--- config.mk ---
export PLATFORM = sky130hd
export DESIGN_NAME = tap_accum_ctrl
export DESIGN_NICKNAME = d
export VERILOG_FILES = /design/src/rtl/tap_accum_ctrl_pkg.sv /design/src/rtl/adder.sv /design/src/rtl/tap_accum_ctrl.sv
export SDC_FILE = /design/constraint.sdc
export NUM_CORES = 1
export LEC_CHECK = 0
export BUFFER_PORTS_ARGS = -buffer_cell sky130_fd_sc_hd__buf_2
export CAP_MARGIN = 10
export CELL_PAD_IN_SITES_DETAIL_PLACEMENT = 1
export CELL_PAD_IN_SITES_GLOBAL_PLACEMENT = 1
export CORE_MARGIN = 8
export CORE_UTILIZATION = 35
export CTS_CLUSTER_DIAMETER = 40
export CTS_CLUSTER_SIZE = 20
export DETAILED_ROUTE_END_ITERATION = 16
export MAX_ROUTING_LAYER = met4
export PLACE_DENSITY = 0.73
export SLEW_MARGIN = 20
export SYNTH_ARGS = -nofsm -noshare
export SYNTH_HDL_FRONTEND = slang
export SYNTH_SLANG_ARGS = --single-unit
--- constraint.sdc ---
create_clock -name clk -period 2 [get_ports clk]
set_input_delay 0.1 -clock clk [delete_from_list [all_inputs] [get_ports clk]]
set_output_delay 0.1 -clock clk [all_outputs]
set_load 0.01 [all_outputs]
--- src/rtl/tap_accum_ctrl_pkg.sv ---
// rtl/tap_accum_ctrl_pkg.sv - shared widths and FSM encoding for the tap accumulator
package tap_accum_ctrl_pkg;

  localparam int TAC_W     = 26;
  localparam int TAC_NMAX  = 16;
  localparam int TAC_CNT_W = $clog2(TAC_NMAX) + 1;

  typedef enum logic [1:0] {
    IDLE  = 2'd0,
    ACCUM = 2'd1,
    DONE  = 2'd2
  } tac_state_e;

endpackage

--- src/rtl/adder.sv ---
// rtl/adder.sv - combinational W-bit signed adder, wraps modulo 2^W
module adder #(
  parameter int W = 26
) (
  input  logic signed [W-1:0] din1,
  input  logic signed [W-1:0] din2,
  output logic signed [W-1:0] dout
);

  assign dout = din1 + din2;

endmodule

--- src/rtl/tap_accum_ctrl.sv ---
// rtl/tap_accum_ctrl.sv - accumulates a programmed number of tap products and
// presents the sum on a valid/ready output.
module tap_accum_ctrl
  import tap_accum_ctrl_pkg::*;
#(
  parameter int W    = TAC_W,
  parameter int NMAX = TAC_NMAX
) (
  input  logic                      clk,
  input  logic                      rst,
  input  logic                      start,
  input  logic [$clog2(NMAX)-1:0]   num_taps,
  input  logic                      prod_valid,
  input  logic signed [W-1:0]       prod_data,
  output logic                      prod_ready,
  output logic                      sum_valid,
  output logic signed [W-1:0]       sum_data,
  input  logic                      sum_ready,
  output logic                      busy
);

  localparam int TW = $clog2(NMAX);
  localparam int CW = TW + 1;

  tac_state_e         state_q, state_d;
  logic signed [W-1:0] acc_q, acc_d;
  logic [CW-1:0]      cnt_q, cnt_d;
  logic               sum_valid_q;
  logic signed [W-1:0] add_out;
  logic [CW-1:0]      load_cnt;

  adder #(.W(W)) u_adder (
    .din1 (acc_q),
    .din2 (prod_data),
    .dout (add_out)
  );

  // A zero tap count encodes the full NMAX taps.
  assign load_cnt = (num_taps == '0) ? CW'(NMAX) : {1'b0, num_taps};

  always_comb begin
    state_d = state_q;
    acc_d   = acc_q;
    cnt_d   = cnt_q;
    case (state_q)
      IDLE: begin
        if (start) begin
          acc_d   = '0;
          cnt_d   = load_cnt;
          state_d = ACCUM;
        end
      end
      ACCUM: begin
        if (prod_valid) begin
          acc_d = add_out;
          cnt_d = cnt_q - CW'(1);
          if (cnt_q == CW'(1)) begin
            state_d = DONE;
          end
        end
      end
      DONE: begin
        if (sum_ready) begin
          state_d = IDLE;
        end
      end
      default: state_d = IDLE;
    endcase
  end

  always_ff @(posedge clk) begin
    if (rst) begin
      state_q     <= IDLE;
      acc_q       <= '0;
      cnt_q       <= '0;
      sum_valid_q <= 1'b0;
    end else begin
      state_q     <= state_d;
      acc_q       <= acc_d;
      cnt_q       <= cnt_d;
      sum_valid_q <= (state_d == DONE);
    end
  end

  assign prod_ready = (state_q == ACCUM);
  assign busy       = (state_q != IDLE);
  assign sum_valid  = sum_valid_q;
  assign sum_data   = acc_q;

endmodule

==> flow_metrics.env <==
export IMPL_run_status="finished, violations left"
export IMPL_violations="setup timing"
export IMPL_die_h_um=103
export IMPL_synth_distinct_cells=53
export IMPL_power_density_mw_per_mm2=511
export IMPL_cts_htree_levels=2
export IMPL_final_setup_viol_count=16
export IMPL_maximum_number_of_pins_on_one_net_before_global_route_repair=23
export IMPL_grt_antenna_before_repair=0
export IMPL_irDropWorstVdd_v=0.000241
export IMPL_timing_final_max_slew_violations=0
export IMPL_worst_slew_margin_pct=59.8
export IMPL_clock_sinks=34
export IMPL_initialDrtViolationCount=98
export IMPL_placementRows=32
export IMPL_global_route_usage_total_pct=19.7
export IMPL_dp_hpwl_um=7380
export IMPL_dieArea_sq_mm=0.0107
export IMPL_floorplan_io_pins=64
export IMPL_synth_ff_latch_count=34
export IMPL_tritoncts_clock_tree="done"
export IMPL_fp_coreArea_sq_mm=0.00757
export IMPL_syn2layout_area_growth_pct=56.3
export IMPL_timing_critical_path_to_type="flop"
export IMPL_fin_ws_ns=-0.322
export IMPL_synth_adder_area_share_pct=13.4
export IMPL_cts_buffers_inserted=5
export IMPL_seq_total_area_yosys_pct=25.5
export IMPL_drive_gt1_share_pct=46.6
export IMPL_post_synth_main_area_contributors="sky130_fd_sc_hd__dfxtp_1 (26%), sky130_fd_sc_hd__ha_1 (13%), sky130_fd_sc_hd__a21oi_1 (6.0%), sky130_fd_sc_hd__o21ai_0 (5.4%), sky130_fd_sc_hd__nand2_1 (5.1%)"
export IMPL_antenna_cells_inserted=0
export IMPL_finish_net_count=551
export IMPL_synth_edf_count=0
export IMPL_routed_antenna_nets=0
export IMPL_netlist_top_cell_by_area="sky130_fd_sc_hd__dfxtp_1"
export IMPL_vias_in_the_first_global_route=3396
export IMPL_timing_fmax_mhz=431
export IMPL_ys_top_cells_by_count="sky130_fd_sc_hd__nand2_1 (36), sky130_fd_sc_hd__dfxtp_1 (34), sky130_fd_sc_hd__a21oi_1 (32)"
export IMPL_detailedRoute_firstPassIterationCount=4
export IMPL_area_sequential_sq_um=697
export IMPL_cts_hold_buf=0
export IMPL_routed_via_count=3171
export IMPL_finalHoldViolations=0
export IMPL_fp_dieW_um=103
export IMPL_muxShareOfSynthArea_pct=0.750
export IMPL_dp_slack_ns=-0.394
export IMPL_post_synth_instance_area_sq_mm=0.00267
export IMPL_synthesis_yosys_warnings=0
export IMPL_max_cap_viol_count=0
export IMPL_post_route_util_pct=55.1
export IMPL_worstPathArrival_ns=2.52
export IMPL_mappedNetlistNets=406
export IMPL_largest_family_of_logic_cells_by_synthesized_area="compound AO/OA/AOI/OAI gates"
export IMPL_min_period_over_period_pct=116
export IMPL_asyncSetResetFlopFracSynth_pct=0
export IMPL_synthCells=343
export IMPL_synth_most_common_cell="sky130_fd_sc_hd__nand2_1"
export IMPL_holdCritPathClass="input pin to flop"
export IMPL_finClkSkew_ns=0.00426
export IMPL_power_static_leakage_uw=0.00199
export IMPL_post_synth_xor_area_fraction_pct=6.89
export IMPL_clkSlewWorstSetupHoldPaths_ns=0.08
export IMPL_critical_path_max_fanout=2
export IMPL_initial_standard_cell_utilization_of_the_core_pct=35.3
export IMPL_grt_setup_unrepaired="true"
export IMPL_cts_root_buf="sky130_fd_sc_hd__clkbuf_8"
export IMPL_port_buffer_count=63
export IMPL_synth_ff_type="sky130_fd_sc_hd__dfxtp_1"
export IMPL_critical_path_class="flop to flop"
export IMPL_post_drt_via_cell_ratio=5.37
export IMPL_timing_worst_slew_pin_value_ns=0.603
export IMPL_avgRoutedWirePerCell_um=17.5
export IMPL_multi_input_area_sq_mm=0.00220
export IMPL_totalWireLength_um=10400
export IMPL_insertion_delay_to_the_later_sink_of_the_worst_skew_pair_ns=0.30
export IMPL_clock_path_buffers=2
export IMPL_synth_compound_area_share_pct=29.0
export IMPL_place_congestion=0.875
export IMPL_grt_first_pass_wirelength_um=16100
export IMPL_yosys_area_share_simple_pct=19.9
export IMPL_synth_largest_type_area_fraction_pct=25.5
export IMPL_remaining_drc_errors=0
export IMPL_worstPathRequired_ns=2.20
export IMPL_grt_overflow=0
export IMPL_finalCriticalPeriod_ns=2.32
export IMPL_startpoint_type="flop"
export IMPL_fillerInstances=945
export IMPL_avgSynthCellArea_sq_um=7.78
## report_power, final
part           leakage [uW]  internal, uW  switching [uW]  total (uW)
logic               0.00166           393             424         818
registers          0.000282           715            32.6         748
clock network     0.0000482           279             288         567
total               0.00199          1390             745        2130
## path summary, 6_finish.rpt
check	startpoint	to	slack, ns	cells after the start
worst min register to register	sum_data[17]	sum_data[17]	0.47	2
worst min-delay path	prod_data[25]	sum_data[25]	0.08	2
worst max register to register	sum_data[18]	sum_data[23]	-0.32	9
worst max-delay path	sum_data[18]	sum_data[23]	-0.32	9
## per-layer routing
metal	vias to the layer above	GRT usage [%]	wire, um
met3	25	3.15	344
met5	-	-	0
met4	0	7.90	295
met1	1542	21.4	4390
li1	1534	-	-
met2	70	35.1	5330
## worst max-delay path, cell delays in order, from the launching register on
cell	delay, ns
sky130_fd_sc_hd__dfxtp_4	0.36
sky130_fd_sc_hd__ha_4	0.22
sky130_fd_sc_hd__a21o_1	0.19
sky130_fd_sc_hd__a21oi_2	0.21
sky130_fd_sc_hd__or4b_4	0.50
sky130_fd_sc_hd__a211oi_4	0.21
sky130_fd_sc_hd__nor2_2	0.10
sky130_fd_sc_hd__a211oi_2	0.21
sky130_fd_sc_hd__xnor2_1	0.16
sky130_fd_sc_hd__o21ai_2	0.06
## stage by stage
| stage | cell area, sq um | TNS, ns | total power [uW] | instances | hold slack, ns |
|---|---|---|---|---|---|
| floorplan | 2770 | -1.07 | 1170 | 343 | 0.239 |
| global placement | 3700 | -2.45 | 1440 | 570 | 0.373 |
| detailed placement | 3700 | -3.26 | 1460 | 570 | 0.387 |
| CTS | 4030 | -2.55 | 2080 | 590 | 0.0741 |
| global route | 4170 | -4.61 | 2260 | 591 | 0.0987 |
| finish | 4170 | -2.54 | 2130 | 591 | 0.0817 |
## state kept, by name, indices dropped and copies added (netlist names)
| register | count |
|---|---|
| cnt_q | 5 |
| sum_valid | 1 |
| state_q | 2 |
| sum_data | 26 |
## final cells by class
type	instances	share of cell area, %
Multi-Input combinational cell	282	52.7
Clock inverter	1	0.120
Timing Repair Buffer	155	24.4
Clock buffer	7	2.07
Inverter	10	0.900
Sequential cell	34	16.7
Tap cell	102	3.06
## cells by family after synthesis
family,count (synthesis)
compound gates,119
xor+xnor,21
simple gates,112
fa+ha+maj,28
mux,2
flops,34
buf+inv,27
## placed cells by master, fill, tap and decap left out, types with 3 or more instances in the layout
cell type	count
sky130_fd_sc_hd__buf_4	89
sky130_fd_sc_hd__buf_2	63
sky130_fd_sc_hd__nand2_1	36
sky130_fd_sc_hd__nor2_1	25
sky130_fd_sc_hd__dfxtp_1	25
sky130_fd_sc_hd__a21oi_1	21
sky130_fd_sc_hd__ha_1	15
sky130_fd_sc_hd__o21ai_0	14
sky130_fd_sc_hd__o21ai_1	14
sky130_fd_sc_hd__a21o_1	11
sky130_fd_sc_hd__a21oi_2	10
sky130_fd_sc_hd__xor2_1	10
sky130_fd_sc_hd__nand3_1	9
sky130_fd_sc_hd__ha_4	9
sky130_fd_sc_hd__inv_1	8
sky130_fd_sc_hd__xnor2_1	7
sky130_fd_sc_hd__a22oi_1	7
sky130_fd_sc_hd__dfxtp_2	7
sky130_fd_sc_hd__nor3_1	6
sky130_fd_sc_hd__clkbuf_8	6
sky130_fd_sc_hd__nor2b_1	5
sky130_fd_sc_hd__nand2b_1	4
sky130_fd_sc_hd__xnor2_2	4
sky130_fd_sc_hd__nand4_1	4
sky130_fd_sc_hd__o21ai_2	4
sky130_fd_sc_hd__o211ai_1	3
sky130_fd_sc_hd__and3_1	3
sky130_fd_sc_hd__nor3b_1	3
sky130_fd_sc_hd__a211oi_1	3
sky130_fd_sc_hd__o31a_1	3
sky130_fd_sc_hd__ha_2	3
sky130_fd_sc_hd__buf_6	3
## timing repair
item	in CTS	in global routing
resized for setup	31	35
pin swaps	40	33
setup endpoints to repair	17	21
setup buffers	12	2
No activity file was read; power rests on OpenSTA's default activity.
